[src/rtl/flowing_pkg.sv]
// ============================================================================
// Module   : flowing_pkg
// Brief    : Shared types and constants for the flowing-LED step controller.
// Revision : 1.0 - initial release
// ============================================================================
`default_nettype none

package flowing_pkg;

    typedef enum logic [0:0] {
        ST_RUN   = 1'b0,
        ST_PAUSE = 1'b1
    } state_t;

    localparam logic DIR_LEFT  = 1'b0;
    localparam logic DIR_RIGHT = 1'b1;

    typedef logic [1:0] speed_t;

    function automatic logic flip_dir(input logic d);
        return (d == DIR_LEFT) ? DIR_RIGHT : DIR_LEFT;
    endfunction

endpackage

`default_nettype wire

[src/rtl/btn_debounce.sv]
// ============================================================================
// Module   : btn_debounce
// Brief    : 2-FF synchroniser plus counter debouncer; emits a 1-cycle press
//            pulse on the accepted 0->1 transition.
// Revision : 1.0 - initial release
// ============================================================================
`default_nettype none

module btn_debounce #(
    parameter int DB_CNT = 1_000_000
) (
    input  logic clk,
    input  logic rst,
    input  logic raw,
    output logic level,
    output logic press
);

    localparam int CW = $clog2(DB_CNT);

    logic          r_sync1;
    logic          r_sync2;
    logic [CW-1:0] r_cnt;
    logic          r_level;
    logic          r_press;
    logic          w_last;

    assign w_last = (r_cnt == CW'(DB_CNT - 1));

    // The counter only advances while the synchronised input disagrees with
    // the accepted level; any agreeing sample restarts the qualification.
    always_ff @(posedge clk or posedge rst) begin
        if (rst) begin
            r_sync1 <= 1'b0;
            r_sync2 <= 1'b0;
            r_cnt   <= '0;
            r_level <= 1'b0;
            r_press <= 1'b0;
        end else begin
            r_sync1 <= raw;
            r_sync2 <= r_sync1;
            r_press <= 1'b0;
            if (r_sync2 != r_level) begin
                if (w_last) begin
                    r_level <= r_sync2;
                    r_cnt   <= '0;
                    r_press <= r_sync2;
                end else begin
                    r_cnt <= r_cnt + 1'b1;
                end
            end else begin
                r_cnt <= '0;
            end
        end
    end

    assign level = r_level;
    assign press = r_press;

endmodule

`default_nettype wire

[src/rtl/flowing_step_ctrl.sv]
// ============================================================================
// Module   : flowing_step_ctrl
// Brief    : Step-pulse divider, run/pause FSM and direction control for the
//            flowing-LED shifter. Macro FLOW_SPEED_SEL_EN adds speed select.
// Revision : 1.0 - initial release
// ============================================================================
`default_nettype none

module flowing_step_ctrl
    import flowing_pkg::*;
#(
    parameter int STEP_DIV = 25_000_000,
    parameter int DB_CNT   = 1_000_000
) (
    input  logic       clk,
    input  logic       rst,
    input  logic       btn_pause,
    input  logic       btn_dir,
    input  logic       btn_speed,
    output logic       step,
    output logic       dir,
    output logic       running,
    output logic [1:0] speed
);

    localparam int DW = $clog2(STEP_DIV);

    state_t        r_state;
    state_t        w_state_nxt;
    logic          r_running;
    logic          w_running_nxt;
    logic [DW-1:0] r_div;
    logic [DW-1:0] w_div_max;
    logic          w_terminal;
    logic          r_step;
    logic          r_dir;
    speed_t        w_speed;
    logic          w_speed_chg;
    logic          w_pause_press;
    logic          w_dir_press;
    logic          w_pause_level_unused;
    logic          w_dir_level_unused;

    btn_debounce #(.DB_CNT(DB_CNT)) u_db_pause (
        .clk   (clk),
        .rst   (rst),
        .raw   (btn_pause),
        .level (w_pause_level_unused),
        .press (w_pause_press)
    );

    btn_debounce #(.DB_CNT(DB_CNT)) u_db_dir (
        .clk   (clk),
        .rst   (rst),
        .raw   (btn_dir),
        .level (w_dir_level_unused),
        .press (w_dir_press)
    );

`ifdef FLOW_SPEED_SEL_EN
    speed_t r_speed;
    logic   w_speed_press;
    logic   w_speed_level_unused;

    btn_debounce #(.DB_CNT(DB_CNT)) u_db_speed (
        .clk   (clk),
        .rst   (rst),
        .raw   (btn_speed),
        .level (w_speed_level_unused),
        .press (w_speed_press)
    );

    always_ff @(posedge clk or posedge rst) begin
        if (rst) begin
            r_speed <= '0;
        end else if (w_speed_press) begin
            r_speed <= r_speed + 1'b1;
        end
    end

    assign w_speed     = r_speed;
    assign w_speed_chg = w_speed_press;
`else
    logic w_btn_speed_unused;

    assign w_btn_speed_unused = btn_speed;
    assign w_speed            = '0;
    assign w_speed_chg        = 1'b0;
`endif

    // FSM: state register
    always_ff @(posedge clk or posedge rst) begin
        if (rst) begin
            r_state   <= ST_RUN;
            r_running <= 1'b1;
        end else begin
            r_state   <= w_state_nxt;
            r_running <= w_running_nxt;
        end
    end

    // FSM: next state
    always_comb begin
        w_state_nxt = r_state;
        if (w_pause_press) begin
            w_state_nxt = (r_state == ST_RUN) ? ST_PAUSE : ST_RUN;
        end
    end

    // FSM: outputs, registered so running flips on the press edge itself
    always_comb begin
        w_running_nxt = (w_state_nxt == ST_RUN);
    end

    assign w_div_max  = DW'((STEP_DIV >> w_speed) - 1);
    assign w_terminal = (r_state == ST_RUN) && (r_div == w_div_max);

    // Decisions use the current state, so a pause arriving on the terminal
    // count still releases that step and leaves the divider parked at 0.
    always_ff @(posedge clk or posedge rst) begin
        if (rst) begin
            r_div  <= '0;
            r_step <= 1'b0;
        end else if (w_speed_chg) begin
            r_div  <= '0;
            r_step <= 1'b0;
        end else if (r_state == ST_RUN) begin
            r_div  <= w_terminal ? '0 : r_div + 1'b1;
            r_step <= w_terminal;
        end else begin
            r_step <= 1'b0;
        end
    end

    always_ff @(posedge clk or posedge rst) begin
        if (rst) begin
            r_dir <= DIR_LEFT;
        end else if (w_dir_press) begin
            r_dir <= flip_dir(r_dir);
        end
    end

    assign step    = r_step;
    assign dir     = r_dir;
    assign running = r_running;
    assign speed   = w_speed;

endmodule

`default_nettype wire

[config.mk]
export PLATFORM = sky130hd
export DESIGN_NAME = flowing_step_ctrl
export DESIGN_NICKNAME = d
export VERILOG_FILES = /design/src/rtl/flowing_pkg.sv /design/src/rtl/btn_debounce.sv /design/src/rtl/flowing_step_ctrl.sv
export SDC_FILE = /design/constraint.sdc
export NUM_CORES = 1
export LEC_CHECK = 0
export CAP_MARGIN = 40
export CORE_MARGIN = 1.5
export CORE_UTILIZATION = 55
export CTS_CLUSTER_DIAMETER = 150
export DETAILED_ROUTE_END_ITERATION = 8
export GPL_ROUTABILITY_DRIVEN = 1
export MAX_ROUTING_LAYER = met4
export PLACE_DENSITY = 0.82
export SLEW_MARGIN = 20
export SYNTH_ARGS = -nofsm -noshare
export SYNTH_HDL_FRONTEND = slang
export SYNTH_HIERARCHICAL = 1
export SYNTH_SLANG_ARGS = --single-unit
export TNS_END_PERCENT = 10
[constraint.sdc]
create_clock -name clk -period 1.9 [get_ports clk]
set_clock_uncertainty 0.2 [all_clocks]
set_input_delay 0.19 -clock clk [delete_from_list [all_inputs] [get_ports clk]]
set_output_delay 0.19 -clock clk [all_outputs]
set_load 0.05 [all_outputs]
==> qor.txt <==
Run status = finished, violations left
Violations in the final reports = negative setup slack
Power after layout = 3.256 mW
Crit-path leading delay family = simple AND/OR/NAND/NOR gates
Die X = 86.61 microns
Endpoint kind of the worst setup timing path = register
Type of the tightest min-delay check = in -> reg
Commonest register cell after synthesis = sky130_fd_sc_hd__dfrtp_1
Final Cycle Share = 104.1%
Vias per std cell = 5.673
Worst setup slack for register-to-register paths = -80 ps
Critical Path Sink = u_db_pause/r_cnt[18]
Nets@finish = 454
Die outline height = 86.61 microns
Worst R2R Start = u_db_pause/r_cnt[10]
Number of levels in the clock H-tree = 3
Slew of the pin with the lowest slew margin = 499.1 ps
Worst Path Buf+Inv = 2
Flip-flop and latch count after synthesis = 77
Multi-input gate area in the final layout = 1924 sq um
Root buffer cell = sky130_fd_sc_hd__clkbuf_8
Most common cell after layout, fill and taps aside = sky130_fd_sc_hd__dfrtp_1
Share of flip-flops with an asynchronous set or reset = 100.0%
Total power density per cell area = 661.8 nW/um^2
Count of standard-cell rows = 30
Clock tree from TritonCTS = built
Commonest non-fill, non-tap cells in the layout = sky130_fd_sc_hd__dfrtp_1, sky130_fd_sc_hd__buf_4, sky130_fd_sc_hd__nor2_1, sky130_fd_sc_hd__xor2_1, sky130_fd_sc_hd__nand2_1
Most used cell, CP = sky130_fd_sc_hd__buf_6
Number of antenna violations at the first check in global routing = 0
Final Max Slew Viols = 0
DRC violation total after the first TritonRoute iteration = 202
Post-place instance area = 4508 sq um
Leakage dissipation = 2.251 nW
First-pass iteration count of the detailed router = 5
Count of input and output buffers = 6
Pin count of the biggest net entering global routing = 29
Setup repair after global routing missed its margin = true
Crit path cell chain = buf_6 -> nand4_2 -> buf_6 -> nor4_4 -> mux2i_1 -> nor4bb_1
Antenna diode count = 0
Total negative slack for setup checks = -255.6 ps
Clock tree sinks = 77
Placed Cells incl. Taps = 522
Required time reported for the critical path endpoint = 1930 ps
Clock-pin slew on the worst setup and hold paths = 80 ps
Non-Filler Cell Area, Final = 4920 sq um
Distinct cell type count of the synthesized netlist = 45
Main area contributors after synthesis = sky130_fd_sc_hd__dfrtp_1, sky130_fd_sc_hd__xor2_1, sky130_fd_sc_hd__xnor2_1
Longest individual stage delay on the worst path = 430 ps
Filler instances = 426
CP Launch Point = u_db_pause/r_cnt[10]
Wire length of the first global-routing pass = 15,010 microns
Total wire length = 8740 microns
Reg2reg path depth = 6
Portion of synthesized cell area occupied by the leading cell type = 49.46%
Achievable frequency = 505.7 MHz
Number of buffers inserted during clock tree synthesis = 9
Tmin final = 1977 ps
Aggregate global-route resource usage = 26.49%
Layout cells sized above 1 = 29.71%
Capturing point of the worst reg2reg path = u_db_pause/r_cnt[18]
Gp weighted congestion = 0.9045
Sort of element at the start of the critical path = register
IR drop worst, VDD = 0.9316 mV
Post-synthesis cell type with the largest combined area = sky130_fd_sc_hd__dfrtp_1
Type of the setup path with the least slack = reg -> reg
Antenna Violating Nets Remaining = 0
Final hold violations = 0
FF/Latch Area = 1931 sq um
Slowest library cell on the worst path = sky130_fd_sc_hd__dfrtp_1
Fraction of the core area covered by cells at the end of the flow = 72.41%
Vias after detailed routing = 3,103
Worst Setup Slack post-DPL = -75.23 ps
Overall overflow remaining after global route = 0
Number of placed I/O pins = 10
Count of final setup violators = 7
Clk_lat worst skew = 350 ps
Deepest clock path buffer count = 2
Avg Cell Area, Syn = 10.80 sq um
Hold Worst Slack = 75.76 ps
Initial standard-cell utilization of the core = 56.59%
Data arrival time of the critical path = 2000 ps
Count of max-cap constraint violations = 0
Post-Syn Instances = 356
Final HPWL DP = 5677 microns
Warnings, synthesis = 6
Area overhead of the layout relative to synthesis = 27.95%
Number of design rule violations left after detail routing = 0
Worst rel slew slack = 66.67%
Highest net fanout along the worst path = 5
Number of enable-type register cells in the synthesized netlist = 0
Critical path depth in cells = 6
Die Footprint = 7501 sq um
Number of standard cells in the layout, taps in and fillers out = 547
Cell area after synthesis = 3845 sq um
Part of the Yosys area used for sequential elements = 50.15%
Routed wirelength normalized by instance count = 15.98 microns
PnR worst setup slack = -77.36 ps
Core box area = 6794 sq um
Via count of the first global-routing pass = 3,213
## kinds of logic (layout without fill, tap and decap cells)
logic type,Yosys count,after routing,share of synthesized area (%)
buf+inv,16,110,2.180
compound gates,37,37,6.736
mux,4,4,1.302
other cells,1,2,0.09753
fa+ha+maj,3,3,0.9763
simple gates,172,172,28.08
flops,77,77,50.15
xor+xnor,46,46,10.48
## cell usage after synthesis (2+ instances only)
| cell | count |
|---|---|
| sky130_fd_sc_hd__a21oi_1 | 17 |
| sky130_fd_sc_hd__inv_1 | 10 |
| sky130_fd_sc_hd__nor3b_1 | 2 |
| sky130_fd_sc_hd__nand4_1 | 15 |
| sky130_fd_sc_hd__nand4b_1 | 2 |
| sky130_fd_sc_hd__xor2_1 | 25 |
| sky130_fd_sc_hd__nand3_2 | 6 |
| sky130_fd_sc_hd__and3_1 | 8 |
| sky130_fd_sc_hd__o21ai_0 | 7 |
| sky130_fd_sc_hd__and2_1 | 2 |
| sky130_fd_sc_hd__or2_1 | 2 |
| sky130_fd_sc_hd__or4_1 | 10 |
| sky130_fd_sc_hd__nand2_1 | 22 |
| sky130_fd_sc_hd__xnor2_1 | 21 |
| sky130_fd_sc_hd__or4_4 | 3 |
| sky130_fd_sc_hd__and4_1 | 7 |
| sky130_fd_sc_hd__nor4_2 | 5 |
| sky130_fd_sc_hd__nor4_1 | 5 |
| sky130_fd_sc_hd__nor4bb_1 | 2 |
| sky130_fd_sc_hd__o41ai_4 | 2 |
| sky130_fd_sc_hd__nand4bb_1 | 2 |
| sky130_fd_sc_hd__ha_1 | 3 |
| sky130_fd_sc_hd__dfrtp_1 | 76 |
| sky130_fd_sc_hd__mux2i_1 | 2 |
| sky130_fd_sc_hd__nand3_1 | 13 |
| sky130_fd_sc_hd__or3_1 | 4 |
| sky130_fd_sc_hd__nor3_1 | 7 |
| sky130_fd_sc_hd__buf_4 | 4 |
| sky130_fd_sc_hd__mux2_4 | 2 |
| sky130_fd_sc_hd__o31ai_1 | 10 |
| sky130_fd_sc_hd__or3_4 | 2 |
| sky130_fd_sc_hd__nor2_1 | 42 |
| sky130_fd_sc_hd__nand4_2 | 4 |
## layout make-up
cell class | instances | share of cell area [%]
flip-flops and latches | 77 | 39.24
multi-input cells | 264 | 39.12
repair buffers | 84 | 13.58
clock buffers | 10 | 2.594
well taps | 96 | 2.442
clock inverters | 6 | 2.263
inverters | 10 | 0.7630
## sequential cells by signal, summed over array words and instances, names as in the netlist
register / flops
u_db_dir/r_sync1: 1
step: 1
running: 1
u_db_dir/level: 1
u_db_pause/r_cnt: 20
u_db_pause/r_sync1: 1
dir: 1
r_state: 1
u_db_pause/press: 1
u_db_pause/level: 1
r_div: 25
u_db_dir/r_cnt: 20
u_db_dir/r_sync2: 1
u_db_pause/r_sync2: 1
u_db_dir/press: 1
## what timing repair did
item,CTS,global route
hold buffers,1,0
endpoints found under the setup margin,19,59
endpoints found under the hold margin,1,0
resized for setup,10,17
pin swaps,6,12
buffers inserted,1,7
## worst min path at each step
stage,from,endpoint,slack [ps],cells after the start
6_report,btn_pause,u_db_pause/r_sync1,80,1
5_1_grt,btn_pause,u_db_pause/r_sync1,80,1
4_1_cts,btn_pause,u_db_pause/r_sync1,60,1
3_5_place_dp,u_db_pause/r_sync1,u_db_pause/r_sync2,130,0
3_3_place_gp,u_db_pause/r_sync1,u_db_pause/r_sync2,130,0
2_1_floorplan,rst,u_db_dir/level,5,1
## report_power, final
group          internal, mW  leakage (nW)  switching (mW)
Sequential             1.65          1.04          0.0132
Combinational        0.0448          1.09          0.0729
Clock                 0.873         0.116           0.600
## layer usage
metal | GRT usage, % | vias to the layer above | routed length, microns
met5 | - | - | 0
li1 | - | 1475 | -
met4 | 13.05 | 0 | 199
met3 | 4.762 | 21 | 307
met2 | 42.90 | 71 | 4490
met1 | 32.02 | 1536 | 3743
(Power assumes the default switching activity.)
==> patch 1 (config.mk and constraints unchanged) <==
Build with the macro `FLOW_SPEED_SEL_EN` defined.
--- a/src/rtl/flowing_step_ctrl.sv
+++ b/src/rtl/flowing_step_ctrl.sv
@@ -5,6 +5,8 @@
 // Revision : 1.0 - initial release
 // ============================================================================
 `default_nettype none
+
+`define FLOW_SPEED_SEL_EN
 
 module flowing_step_ctrl
     import flowing_pkg::*;
Formal check against the unedited RTL: same outputs for any inputs over 10 cycles, from zero or initial values and one cycle with rst high; that may be too few to reach the edited logic, so the function may still have changed.
==> patch 1 against the original RTL <==
The run still ends with negative setup slack left. Largest power group unchanged. Hold slack worse by 33 ps. Wire length grew 67%. Sequential share of layout area fell by 3.7 points. Synthesized cell count rose by 53%. Count of clock-buffer cells in the layout did not move. Synthesized area up 43%. Non-clock buffer count is 66 higher. Total power up 16%. Worst setup slack got worse by 780 ps. Final cell count increased by 51%. Sequential cell count increased by 26. Final area rose by 48%.
==> patch 1: results (changes against the original RTL) <==
| Metric | Value |
|---|---|
| DRT iter0 DRCs | `313 (+55%)` |
| Compound-gate portion of the synthesized area | `9.27% (+2.5 points)` |
| Place WS | `-737 ps (-662 ps)` |
| Critical-path top delay cell | `dfrtp_4` |
| Vias in the first global route | `4709 (+47%)` |
| Worst Reg2Reg Path Length in Cells | `8 (+2)` |
| Fillers | `625 (+47%)` |
| Tot GR Track Use | `28.3% (+1.8 points)` |
| Final WL | `14.6 mm (+67%)` |
| Setup slack after layout | `-861 ps (-784 ps)` |
| Met3 Use GR | `4.27% (-0.49 points)` |
| Slew Limit Headroom | `67.8% (+1.2 points)` |
| Status | `complete, but fails checks` |
| Final RePlAce weighted congestion | `0.890 (-1.6%)` |
| Port Buffers | `9 (+3)` |
| Post-Synth XOR/XNOR Area | `8.27% (-2.2 points)` |
| Post-DP HPWL | `9.44 mm (+66%)` |
| Synth Area in Adders | `2.73% (+1.7 points)` |
| Number of nets in the layout | `707 (+56%)` |
| Area grow syn2layout | `32.3%` |
| Global-route wire length before repair | `22.3 mm (+49%)` |
| Met1 wire length | `5.86 mm (+57%)` |
| Failing checks | `negative setup slack` |
| Worst-Skew Late Latency | `380 ps (+30 ps)` |
| Predominant post-synthesis flop cell | `dfrtp_1` |
| Grt met1 use | `34.8% (+2.8 points)` |
| Mux cell area share after synthesis | `2.23% (+0.92 points)` |
| Met2 wire len | `7.49 mm (+67%)` |
| Final setup vio count | `48 (+41)` |
| Vias | `4927 (+59%)` |
| Dpl cells | `806 (+54%)` |
| Cells after Synth | `544 (+53%)` |
| Leak Pwr | `3.40 nW (+51%)` |
| Yosys cell types | `57 (+27%)` |
| Layout cells sized above 1 | `33.0% (+3.3 points)` |
| Fin Setup TNS | `-21170 ps (-20920 ps)` |
| Data arrival time at the worst-slack endpoint | `2880 ps (+880 ps)` |
| Peak per-stage delay on the critical path | `540 ps (+110 ps)` |
| Met2 GRT Util | `46.4% (+3.5 points)` |
==> patch 1: final cells by class <==
class                      count  area share [%]
multi-input combinational    407            41.3
sequential                   103            35.5
timing repair buffer         150            17.1
tap                          133            2.28
clock buffer                  10            1.89
inverter                      19            1.08
clock inverter                 5           0.790
==> patch 1: path summary, 6_finish.rpt <==
kind	endpoint	slack, ps
worst min register to register	u_db_speed/r_sync2	150
min in group asynchronous	r_div[22]	60
worst max-delay path	r_div[14]	-860
worst min-delay path	u_db_pause/r_sync1	40
worst max register to register	r_div[14]	-860
max in group asynchronous	u_db_pause/r_cnt[1]	1140
==> patch 1: power breakdown <==
part           internal, mW  switching (mW)  total [mW]
registers              2.21          0.0190        2.23
logic                0.0578          0.0877       0.146
clock network         0.641           0.763        1.40
total                  2.91           0.870        3.78
==> patch 1: what timing repair did <==
item,CTS,global route
resized for setup,19,31
pin swaps,17,14
endpoints found under the setup margin,77,92
cloned,0,2
setup buffers,2,2
==> patch 2 (same flow settings) <==
Made on the original files. Register the output `step` once more; this adds one clock of latency there. The other outputs are not delayed to match.
--- a/src/rtl/flowing_step_ctrl.sv
+++ b/src/rtl/flowing_step_ctrl.sv
@@ -140,7 +140,9 @@
         end
     end
 
-    assign step    = r_step;
+    always_ff @(posedge clk) begin
+        step <= r_step;
+    end
     assign dir     = r_dir;
     assign running = r_running;
     assign speed   = w_speed;
Behaviour: no difference found for any inputs over 10 cycles, from zero or initial values and one cycle with rst high; that may be too few to reach the edited logic, so the function may still have changed.
==> patch 2 against the original RTL <==
Hold slack worse by 41 ps. Synthesized cell count is 0.28% higher. Sequential share of layout area is 0.62 points higher. The run still ends with negative setup slack left. Worst setup slack worse by 44 ps. Sequential cell count is 1 higher. Highest routed layer unchanged. Largest cell class is now multi-input gates. Final area is 0.53% lower. Wire length is 4.0% lower. Synthesized area is 0.52% higher. Total power is 1.7% higher.
==> patch 2: results (changes against the original RTL) <==
| Metric | Value |
|---|---|
| Status | `complete, but fails checks` |
| Failing checks | `negative setup slack` |
| Vias in the first global route | `3062 (-4.7%)` |
| Setup slack after layout | `-121 ps (-43.9 ps)` |
| Mux cell area share after synthesis | `1.29% (-0.0067 points)` |
| Met1 wire length | `3.66 mm (-2.3%)` |
| Global-route wire length before repair | `13.9 mm (-7.7%)` |
| Switching pwr | `0.722 mW (+5.4%)` |
| Place WS | `-103 ps (-27.5 ps)` |
| Maximum VDD drop | `0.000579 V (-38%)` |
| Synthesis Warnings | `6 (unchanged)` |
| Synth Area in Adders | `0.971% (-0.0051 points)` |
| Hold Path Class | `in -> async` |
| Average routed wire per standard cell | `15.6 um (-2.4%)` |
| Yosys cell types | `46 (+2.2%)` |
| Data arrival time at the worst-slack endpoint | `2050 ps (+50 ps)` |
| FF-to-FF Start | `u_db_dir/r_cnt[8]` |
| Post-DP HPWL | `5.56 mm (-2.1%)` |
| Worst Reg2Reg Path Length in Cells | `4 (-2)` |
| Cell area power density | `677 mW/mm2 (+2.3%)` |
| Post-synthesis sequential area ratio | `50.4% (+0.26 points)` |
| Final setup vio count | `10 (+3)` |
| Ys async rst share | `98.7% (-1.3 points)` |
| Synth area leaders | `dfrtp_1, xor2_1, xnor2_1` |
| Final RePlAce weighted congestion | `0.847 (-6.3%)` |
| Layout cells sized above 1 | `30.1% (+0.38 points)` |
| DR WL met3 | `317 um (+3.3%)` |
| Crit-path max FO | `4 (-1)` |
| Number of nets in the layout | `445 (-2.0%)` |
| Met2 wire len | `4.22 mm (-5.9%)` |
| Dpl cells | `518 (-0.77%)` |
| Vias per cell | `5.70 (+0.43%)` |
| # Post-CTS Setup Buffers | `0 (-1)` |
| P_comb | `0.112 mW (-5%)` |
| Peak per-stage delay on the critical path | `480 ps (+50 ps)` |
| Largest net degree at the start of global routing | `30 (+3.4%)` |
| Capturing point of the worst reg2reg path | `u_db_dir/level` |
| Leak Pwr | `2.17 nW (-3.8%)` |
| Hold_ws | `34.4 ps (-41.4 ps)` |
| Critical-path top delay cell | `or4_4` |
| Tot GR Track Use | `24.5% (-2.0 points)` |
| Largest regs | `r_div (25), u_db_dir/r_cnt (20), u_db_pause/r_cnt (20)` |
| Area after DPL | `0.00449 mm2 (-0.39%)` |
| P_clk | `1.52 mW (+3%)` |
| Cells after Synth | `357 (+0.28%)` |
| Compound-gate portion of the synthesized area | `6.70% (-0.035 points)` |
| Final non-filler cell total | `538 (-1.6%)` |
| DRT iter0 DRCs | `154 (-24%)` |
| Fillers | `452 (+6.1%)` |
| Met2 GRT Util | `40.9% (-2.0 points)` |
## patch 2: changes by cell type after synthesis
cell / delta
dfxtp_1: +1
## patch 2: worst max-delay path by stage
stage / endpoint / start
final: u_db_dir/level / u_db_dir/r_cnt[8]
after global routing: u_db_dir/level / u_db_dir/r_cnt[8]
after CTS: u_db_dir/level / u_db_dir/r_cnt[6]
after detailed placement: u_db_dir/level / u_db_dir/r_cnt[6]
after global placement: u_db_dir/level / u_db_dir/r_cnt[6]
after floorplan: u_db_dir/level / u_db_dir/r_cnt[16]
## patch 2: cell type report
cell class | count | area (um2) | area share [%]
Clock buffer | 9 | 124 | 2.53
Clock inverter | 7 | 123 | 2.51
Tap cell | 96 | 120 | 2.45
Inverter | 10 | 37.5 | 0.767
Multi-Input combinational cell | 264 | 1950 | 39.9
Sequential cell | 78 | 1950 | 39.9
Timing Repair Buffer | 74 | 584 | 11.9
